[config.mk]
export PLATFORM = sky130hd
export DESIGN_NAME = multicycle_control_unit
export DESIGN_NICKNAME = d
export VERILOG_FILES = /design/src/rtl/cpu_pkg.sv /design/src/rtl/mcu_watchdog.sv /design/src/rtl/multicycle_control_unit.sv
export SDC_FILE = /design/constraint.sdc
export NUM_CORES = 1
export LEC_CHECK = 0
export ABC_AREA = 1
export BUFFER_PORTS_ARGS = -buffer_cell sky130_fd_sc_hd__buf_4
export CORE_AREA = 2 2 87 89
export DETAILED_ROUTE_END_ITERATION = 6
export DIE_AREA = 0 0 89 91
export PLACE_DENSITY = 0.77
export SLEW_MARGIN = 0
export SYNTH_ARGS = -nofsm -noshare
export SYNTH_HDL_FRONTEND = slang
export SYNTH_HIERARCHICAL = 1
export SYNTH_SLANG_ARGS = --single-unit
[constraint.sdc]
create_clock -name clk -period 2.1 [get_ports clk]
set_input_delay 0.21 -clock clk [delete_from_list [all_inputs] [get_ports clk]]
set_output_delay 0.21 -clock clk [all_outputs]
set_load 0.02 [all_outputs]
[src/rtl/cpu_pkg.sv]
// Shared encodings for the Fibonacci core: PC/WB select codes, opcodes,
// control FSM states and the instruction-class decode used by the control unit.
package cpu_pkg;

    // Next-PC select
    localparam logic [1:0] PC_4      = 2'b00;
    localparam logic [1:0] PC_BRANCH = 2'b01;
    localparam logic [1:0] PC_JAL    = 2'b10;
    localparam logic [1:0] PC_HOLD   = 2'b11;

    // Writeback source select
    localparam logic [1:0] WB_ALU  = 2'b00;
    localparam logic [1:0] WB_LOAD = 2'b01;
    localparam logic [1:0] WB_PC4  = 2'b10;

    // Opcodes (instr[6:0])
    localparam logic [6:0] OPC_R      = 7'b0110011;
    localparam logic [6:0] OPC_I      = 7'b0010011;
    localparam logic [6:0] OPC_LOAD   = 7'b0000011;
    localparam logic [6:0] OPC_STORE  = 7'b0100011;
    localparam logic [6:0] OPC_BRANCH = 7'b1100011;
    localparam logic [6:0] OPC_JAL    = 7'b1101111;
    localparam logic [6:0] OPC_ECALL  = 7'b1110011;

    // Memory-wait watchdog counter width
    localparam int WDOG_W = 8;

    typedef enum logic [2:0] {
        S_IDLE,
        S_FETCH,
        S_DECODE,
        S_EXEC,
        S_MEM,
        S_WB,
        S_HALT
    } state_e;

    typedef enum logic [2:0] {
        OP_R,
        OP_I,
        OP_LOAD,
        OP_STORE,
        OP_BRANCH,
        OP_JAL,
        OP_ECALL,
        OP_ILLEGAL
    } op_class_e;

    // Map a raw opcode onto the instruction class the FSM sequences by.
    function automatic op_class_e classify_opcode(input logic [6:0] opc);
        op_class_e cls;
        case (opc)
            OPC_R:      cls = OP_R;
            OPC_I:      cls = OP_I;
            OPC_LOAD:   cls = OP_LOAD;
            OPC_STORE:  cls = OP_STORE;
            OPC_BRANCH: cls = OP_BRANCH;
            OPC_JAL:    cls = OP_JAL;
            OPC_ECALL:  cls = OP_ECALL;
            default:    cls = OP_ILLEGAL;
        endcase
        return cls;
    endfunction

endpackage

[src/rtl/mcu_watchdog.sv]
// Wait-cycle watchdog: counts cycles spent waiting on a memory handshake and
// flags expiry once the count reaches TIMEOUT_CYC.
module mcu_watchdog
    import cpu_pkg::*;
#(
    parameter int unsigned TIMEOUT_CYC = 255
) (
    input  logic clk,
    input  logic arst_n,
    input  logic i_clear,
    input  logic i_enable,
    output logic o_expired
);

    logic [WDOG_W-1:0] r_count;

    assign o_expired = (r_count == WDOG_W'(TIMEOUT_CYC));

    // Count wait cycles; a clear (state change) always wins, and the count
    // parks at the limit so it can never wrap back to zero.
    always_ff @(posedge clk or negedge arst_n) begin
        if (!arst_n) begin
            r_count <= '0;
        end else if (i_clear) begin
            r_count <= '0;
        end else if (i_enable && !o_expired) begin
            r_count <= r_count + WDOG_W'(1);
        end
    end

endmodule

[src/rtl/multicycle_control_unit.sv]
// Multicycle control FSM for the Fibonacci core: sequences fetch, decode,
// execute, memory and writeback for one instruction at a time, and drives
// PC/IR/register-file enables, memory requests and datapath mux selects.
module multicycle_control_unit
    import cpu_pkg::*;
#(
    parameter int unsigned TIMEOUT_CYC = 255
) (
    input  logic        clk,
    input  logic        arst_n,
    input  logic        run,
    input  logic [6:0]  opcode,
    input  logic        imem_ready,
    input  logic        dmem_ready,
    output logic        pc_write,
    output logic [1:0]  pc_sel,
    output logic        ir_write,
    output logic        imem_req,
    output logic        dmem_req,
    output logic        dmem_we,
    output logic        alu_src_imm,
    output logic        alu_sub,
    output logic        reg_write,
    output logic [1:0]  wb_sel,
    output logic [31:0] instret,
    output logic        halted,
    output logic        fault
);

    state_e      r_state;
    state_e      w_next_state;
    op_class_e   r_op;
    op_class_e   w_dec_op;
    logic        r_fault;
    logic [31:0] r_instret;
    logic        w_set_fault;
    logic        w_expired;
    logic        w_wdog_clear;
    logic        w_wdog_en;

    assign w_dec_op     = classify_opcode(opcode);
    assign w_wdog_clear = (w_next_state != r_state);
    assign w_wdog_en    = (r_state == S_FETCH) || (r_state == S_MEM);

    assign instret = r_instret;
    assign halted  = (r_state == S_HALT);
    assign fault   = r_fault;

    mcu_watchdog #(
        .TIMEOUT_CYC (TIMEOUT_CYC)
    ) u_watchdog (
        .clk       (clk),
        .arst_n    (arst_n),
        .i_clear   (w_wdog_clear),
        .i_enable  (w_wdog_en),
        .o_expired (w_expired)
    );

    // State register, latched instruction class, sticky fault and retire counter.
    // NOTE: sequential state uses non-blocking assignments so every register
    // samples the pre-edge values regardless of statement order.
    always_ff @(posedge clk or negedge arst_n) begin
        if (!arst_n) begin
            r_state   <= S_IDLE;
            r_op      <= OP_ILLEGAL;
            r_fault   <= 1'b0;
            r_instret <= '0;
        end else begin
            r_state <= w_next_state;
            // The class is captured once in DECODE so later states never
            // depend on the IR output again (e.g. while stalled in MEM).
            if (r_state == S_DECODE) begin
                r_op <= w_dec_op;
            end
            if (w_set_fault) begin
                r_fault <= 1'b1;
            end
            if (pc_write) begin
                r_instret <= r_instret + 32'd1;
            end
        end
    end

    // Next-state and control-output decode from the current state.
    // NOTE: every output gets a default before the case so no path leaves a
    // signal unassigned, which would otherwise infer a latch.
    always_comb begin
        w_next_state = r_state;
        w_set_fault  = 1'b0;
        pc_write     = 1'b0;
        pc_sel       = PC_HOLD;
        ir_write     = 1'b0;
        imem_req     = 1'b0;
        dmem_req     = 1'b0;
        dmem_we      = 1'b0;
        alu_src_imm  = 1'b0;
        alu_sub      = 1'b0;
        reg_write    = 1'b0;
        wb_sel       = WB_ALU;

        case (r_state)
            S_IDLE: begin
                if (run) begin
                    w_next_state = S_FETCH;
                end
            end

            S_FETCH: begin
                imem_req = 1'b1;
                if (imem_ready) begin
                    // Ready in the same cycle as expiry still completes the fetch.
                    ir_write     = 1'b1;
                    w_next_state = S_DECODE;
                end else if (w_expired) begin
                    w_set_fault  = 1'b1;
                    w_next_state = S_HALT;
                end
            end

            S_DECODE: begin
                case (w_dec_op)
                    OP_ECALL:   w_next_state = S_HALT;
                    OP_ILLEGAL: begin
                        w_set_fault  = 1'b1;
                        w_next_state = S_HALT;
                    end
                    default:    w_next_state = S_EXEC;
                endcase
            end

            S_EXEC: begin
                case (r_op)
                    OP_R: w_next_state = S_WB;
                    OP_I: begin
                        alu_src_imm  = 1'b1;
                        w_next_state = S_WB;
                    end
                    OP_LOAD, OP_STORE: begin
                        alu_src_imm  = 1'b1;
                        w_next_state = S_MEM;
                    end
                    OP_BRANCH: begin
                        alu_sub      = 1'b1;
                        pc_sel       = PC_BRANCH;
                        pc_write     = 1'b1;
                        w_next_state = S_FETCH;
                    end
                    OP_JAL: begin
                        pc_sel       = PC_JAL;
                        pc_write     = 1'b1;
                        reg_write    = 1'b1;
                        wb_sel       = WB_PC4;
                        w_next_state = S_FETCH;
                    end
                    default: begin
                        // Not reachable: DECODE never forwards ECALL/illegal here.
                        w_set_fault  = 1'b1;
                        w_next_state = S_HALT;
                    end
                endcase
            end

            S_MEM: begin
                dmem_req = 1'b1;
                dmem_we  = (r_op == OP_STORE);
                if (dmem_ready) begin
                    if (r_op == OP_STORE) begin
                        pc_write     = 1'b1;
                        pc_sel       = PC_4;
                        w_next_state = S_FETCH;
                    end else begin
                        w_next_state = S_WB;
                    end
                end else if (w_expired) begin
                    w_set_fault  = 1'b1;
                    w_next_state = S_HALT;
                end
            end

            S_WB: begin
                reg_write    = 1'b1;
                wb_sel       = (r_op == OP_LOAD) ? WB_LOAD : WB_ALU;
                pc_write     = 1'b1;
                pc_sel       = PC_4;
                w_next_state = S_FETCH;
            end

            S_HALT: begin
                w_next_state = S_HALT;
            end

            default: begin
                w_next_state = S_IDLE;
            end
        endcase
    end

endmodule

* Yosys cells after proc, flatten, opt, wreduce, memory -nomap -nowiden
Index checks and enable logic that the tools add are counted.
** Storage, ports and cells
- Word-level logic and storage cells :: 80
- Bits in read-only memories :: 0
- Register bits :: 47
- Latch bits :: 0
- Input port bits :: 12
- Output and inout bits :: 46
- Memory bits (writable) :: 0
- Memories kept :: 0
** Cells by class
- Multiply operators :: 0
- Equal/unequal tests :: 22
- Shift-type cells :: 0
- Magnitude comparators :: 0
- Div/mod/pow operators :: 0
- Add/subtract/negate cells :: 2
- Reduce and logical (&&, ||, !) cells :: 12
- Bitwise gates (word level) :: 0
- Mux-type cells :: 39
** Operators by type and width (number)
- 3-bit case mux with 7 select lines :: 2
- 32-bit by 1-bit adder with 32-bit output, second input constant :: 1
- 3-bit equality test, second input constant :: 7
- 7-bit equality test, second input constant :: 3
- 1-bit 2-to-1 mux :: 19
- 3-bit 2-to-1 mux :: 6
- 8-bit 2-to-1 mux :: 2
- 7-bit by 6-bit equality test with 1-bit output, second input constant :: 2
- 3-bit by 2-bit equality test with 1-bit output, second input constant :: 4
- 3-bit case mux with 3 select lines :: 1
- 8-bit by 1-bit adder with 8-bit output, second input constant :: 1
- 8-bit equality test, second input constant :: 1
- 2-bit case mux with 2 select lines :: 2
- 2-bit OR reduction :: 4
- 7-bit by 2-bit equality test with 1-bit output, second input constant :: 1
- 7-bit by 5-bit equality test with 1-bit output, second input constant :: 1
- 3-bit by 1-bit equality test with 1-bit output, second input constant :: 2
- 3-bit zero test :: 2
- 2-bit 2-to-1 mux :: 3
- 2-bit case mux with 3 select lines :: 1
- 6-bit OR reduction :: 1
- 1-bit case mux with 4 select lines :: 1
- 3-bit inequality test :: 1
- 1-bit case mux with 3 select lines :: 1
- 6 further kinds :: 6

* Depth between registers and ports, before layout
- Depth in word-level cells :: 8
- Depth in mapped cells :: 18

* Hierarchy
Netlist, hierarchy kept.
** Modules (own cells, without submodules)
- multicycle_control_unit :: seq. area each 979.7 sq um, times used 1, area each 2602.5 sq um, cells an instance 386
- mcu_watchdog :: seq. area each 200.2 sq um, times used 1, area each 508.0 sq um, cells an instance 70

* Worst setup path after synthesis
OpenSTA, ideal clock, no wires.
- Path type :: register to register
- Start point :: register r_state[1]
- End point :: register u_watchdog.r_count[7]
- Clock period less this slack :: 2.036 ns
- Stages on the path, launching flop included :: 16
- Setup slack :: 0.064 ns
- Data arrival time :: 1.917 ns
- Data required time :: 1.982 ns
- Path through :: dfrtp_1 buf_2 nor2_1 nand2_1 nor2_1 nor2_1 nand2_1 nand2_1 nand2_1 inv_1 nand4_1 inv_1 nand2_4 clkinv_4 nand2_1 nand2_1
** On the way
- Longest elaborated chain between the ends :: 5
** Ends and longest elaborated chain
- start: declaration :: RTL line multicycle_control_unit.sv:30 : state_e r_state;
- start signal: assignment :: RTL line multicycle_control_unit.sv:69 : r_state <= w_next_state;
- 3-bit 2-to-1 mux :: RTL line multicycle_control_unit.sv:114, multicycle_control_unit.sv:174
- 3-bit 2-to-1 mux, on equally long branches :: RTL line multicycle_control_unit.sv:166, multicycle_control_unit.sv:110
- 3-bit case mux with 7 select lines (*) :: RTL line multicycle_control_unit.sv:101 : case (r_state)
- net w_next_state[1] :: RTL line multicycle_control_unit.sv:31 : state_e w_next_state;
- 3-bit inequality test (*) :: RTL line multicycle_control_unit.sv:42 : assign w_wdog_clear = (w_next_state != r_state);
- net w_wdog_clear :: RTL line multicycle_control_unit.sv:38 : logic w_wdog_clear;
- 8-bit 2-to-1 mux / 2-bit nonzero test (equally long branches)
- end signal: assignment :: RTL line mcu_watchdog.sv:27 : r_count <= r_count + WDOG_W'(1);
- end: declaration :: RTL line mcu_watchdog.sv:15 : logic [WDOG_W-1:0] r_count;
Mark *: on every way through the listed nets, which the timed path passes. The rest lies on a longest branch.
A chain may end at the register's enable or synchronous reset.

* Worst setup path in the final report
- Start point :: register u_watchdog.r_count[1]
- End point :: register u_watchdog.r_count[6]
** On the way
- Longest elaborated chain between the ends :: 6
** Ends and longest elaborated chain
- 8-bit equality test (*) :: RTL line mcu_watchdog.sv:17 : assign o_expired = (r_count == WDOG_W'(TIMEOUT_CYC));
- net w_expired :: RTL line multicycle_control_unit.sv:37 : logic w_expired;
- 3-bit 2-to-1 mux (*) :: RTL line multicycle_control_unit.sv:114, multicycle_control_unit.sv:174
- 3-bit 2-to-1 mux, on equally long branches :: RTL line multicycle_control_unit.sv:166, multicycle_control_unit.sv:110
- 3-bit case mux with 7 select lines (*) :: RTL line multicycle_control_unit.sv:101
- net w_next_state[0] :: RTL line multicycle_control_unit.sv:31
- 3-bit inequality test (*) :: RTL line multicycle_control_unit.sv:42
- net w_wdog_clear :: RTL line multicycle_control_unit.sv:38
- 8-bit 2-to-1 mux / 2-bit nonzero test (equally long branches)
Mark *: on every way through the listed nets, which the timed path passes. The rest lies on a longest branch. The select of a mux whose other input is x is not followed.

==> flow_summary.ini <==
[drt]
dr_wl_met3_um = 328
drt_iter0_markers = 160
drt-met1-wl_mm = 3.314
via_per_inst = 5.006
vias = 3164
wl_mm = 7.814
wl_met2_mm = 3.975
final_antenna_net_count = 0
wl_per_cell_um = 12.36
first_pass_iters = 4
top_layer = met4
drc = 0

[global_routing]
grt_usage_pct = 19.14
grt_pass1_vias = 2928
grt_first_pass_wirelength_mm = 12.61
grt-ovfl-total = 0
antenna_found_initial = 0
grt_max_degree = 48

[status]
violations = negative setup slack
status = complete, but fails checks

[timing]
hold_viol = 0
finalSetupTns_ps = -231.6
max_freq_mhz = 455.8
timing.hold.ws_ps = 300.3
slew_violations = 0
rsz0062_at_grt = yes
max_slew.worst_pin.slew_ps = 585.3
final.setup.worst_slack_ps = -93.71
finalCriticalPeriod_ps = 2194
relSlewSlack_pct = 60.98
finalClockSkew_ps = 6.166
finalSetupViolCount = 4
period_share_pct = 104.5

[setup_path]
critical-path-max-stage-delay_ps = 420
endpoint_kind = register
crit_chain = ha_4 -> nand2_4 -> nor2_4 -> nand2_4 -> inv_2 -> inv_2 -> a21oi_2 -> o21ai_1 -> nor2_1 -> nand2_1 -> nand2_1 -> nand4_1 -> buf_4 -> a21oi_2 -> nand3_1 -> o21ai_1
critical_path.max_fanout = 3
r2r_setup_slack_ps = -90
path_buf_inv = 3
reg2reg_depth = 16
path_delay_family = simple AND/OR/NAND/NOR gates
reg2reg_to = u_watchdog/r_count[6]$_DFFE_PN0P_
cp.arrival_ps = 2430
cp_slowest_cell = dfrtp_1
critPathRequiredTime_ps = 2330
r2r-start = u_watchdog/r_count[1]$_DFFE_PN0P_
start_kind = register
critical_path_class = register to register

[clock_tree]
numCtsBuffers = 5
clk_latency_ps = 300
cts_root_buf = clkbuf_8
ctsLongestPathBuffers = 2
clk_pin_slew_worst_paths_ps = 90
cts.sinks = 47
cts_tree = done
htree_levels = 2

[power_and_ir_drop]
p_int_mw = 1.921
pwr-share-comb_pct = 46.6
p_clk_share_pct = 17.5
power.net_switching_mw = 1.536
p_sw_share_pct = 44.43
cellPowerDensity_nw_per_um2 = 884.5
irDropWorstVdd_mv = 0.5445
pwr-share-seq_pct = 36.0
p_leak_nw = 1.958
power_mw = 3.457

[job]
drv_cap = 0

[synth]
syn_avg_cell_area_sq_um = 6.821
mappedNetlistArea_sq_um = 3110
ys_ff_latch = 47
ys_types = 31
ys_warn_count = 6
syn-num-nets = 470
yosysSeqAreaShare_pct = 37.93
synthCells = 456

[cells_and_area]
drive_above_1_share_pct = 21.58
regArea_sq_um = 1182
final_cell_mix = nand2_1, buf_4, nor2_1, inv_1, dfrtp_1
n_fill_cell = 716
fin_util_pct = 54.77
antenna_cells = 0
area_growth_pct = 25.66
multi_input_area_sq_um = 1729
final_nets = 546
final_common_cell = nand2_1

[die]
dieWidth_um = 89
die_area_sq_um = 8099
dieHeight_um = 91
ios = 58
initial_core_util_pct = 43.58
core_area_sq_um = 7137
placementRows = 31

[placed_design]
port_buffers = 57
pre_cts_ws_ps = -59.36
gp_congestion = 1.005
place_hpwl_mm = 5.820

[worst_hold_path]
hp-class = input pin to register
hold_start = opcode[4]
hold_path_end = r_op[1]$_DFFE_PN1N_
whs_path_depth = 4
## flip-flops by register name, indices dropped and copies added, names as in the netlist
register            cells
r_state                 3
u_watchdog/r_count      8
fault                   1
r_op                    3
instret                32
## per-layer routing
layer | GRT usage (%) | vias up
met4 | 6.716 | 0
met2 | 33.64 | 106
met1 | 23.37 | 1460
met5 | 0 | -
met3 | 2.818 | 21
li1 | - | 1577
## cell type report
type	count	share of cell area, %
clock buffer	8	2.561
inverter	56	5.506
multi-input combinational	348	44.24
sequential	47	30.25
tap	99	3.169
timing repair buffer	74	14.28
## Yosys cell counts
library cell,instances,area share [%]
xnor2_1,16,4.5
xor2_1,15,4.2
nand4_1,10,2.0
nor2_1,64,7.7
o21ai_1,2,0.32
buf_4,1,0.24
inv_1,53,6.4
a211o_1,1,0.28
dfstp_2,3,2.5
nor4_1,1,0.20
nor3_2,1,0.32
nand4_4,1,0.68
nand2_1,163,20
nand2_2,2,0.40
nor2_4,2,0.72
o21ai_0,16,2.6
dfrtp_1,44,35
clkinv_4,1,0.28
nand2_4,3,1.1
nand3_2,2,0.64
buf_6,1,0.36
nand3_1,24,3.9
inv_2,2,0.24
nor3_1,13,2.1
buf_2,3,0.48
a211oi_1,1,0.24
and2_1,1,0.20
o211ai_1,1,0.24
nor2_2,3,0.60
a21oi_1,4,0.64
ha_1,2,0.80
## tightest hold or removal path: cells and delay by family
kind            cells  cell delay (ps)
buf+inv             1              100
compound gates      3              290
## per-stage QoR
step                std cells  area [sq um]
floorplan                 456          3110
global placement          612          3666
detailed placement        612          3666
CTS                       623          3791
global route              632          3909
finish                    632          3909
## logic make-up (layout without fill, tap and decap cells)
family	Yosys count	in the layout	synth area share [%]
AO/OA/AOI/OAI	25	25	4.304
XOR/XNOR	31	31	8.729
adder cells (fa/ha/maj)	2	2	0.8044
buffers and inverters	61	138	8.005
flip-flops	47	47	37.93
AND/OR/NAND/NOR	290	290	40.23
## power groups by stage
stage               Combinational (mW)  Clock [mW]  Sequential, mW
CTS                               1.47       0.614            1.22
global route                      1.77       0.657            1.27
finish                            1.61       0.604            1.24
detailed placement                1.47           0            1.24
floorplan                        0.994           0            1.24
global placement                  1.43           0            1.24
## what timing repair did
item | CTS | global route
setup endpoints to repair | 7 | 8
pin swaps | 1 | 10
resized for setup | 0 | 18
setup buffers | 2 | 9
hold buffers | 1 | 0
endpoints found under the hold margin | 44 | 0
cloned | 0 | 0
## how the worst max path moves through the flow
stage	from	endpoint	slack [ps]	cells after the start
3_3_place_gp	u_watchdog/r_count[1]$_DFFE_PN0P_	u_watchdog/r_count[3]$_DFFE_PN0P_	60	16
3_5_place_dp	u_watchdog/r_count[1]$_DFFE_PN0P_	u_watchdog/r_count[6]$_DFFE_PN0P_	-60	16
4_1_cts	u_watchdog/r_count[0]$_DFFE_PN0P_	u_watchdog/r_count[6]$_DFFE_PN0P_	10	16
5_1_grt	u_watchdog/r_count[1]$_DFFE_PN0P_	u_watchdog/r_count[2]$_DFFE_PN0P_	-210	16
6_report	u_watchdog/r_count[1]$_DFFE_PN0P_	u_watchdog/r_count[6]$_DFFE_PN0P_	-90	16
2_1_floorplan	r_state[1]$_DFF_PN0_	u_watchdog/r_count[7]$_DFFE_PN0P_	60	15
No activity file was read; power rests on OpenSTA's default activity.
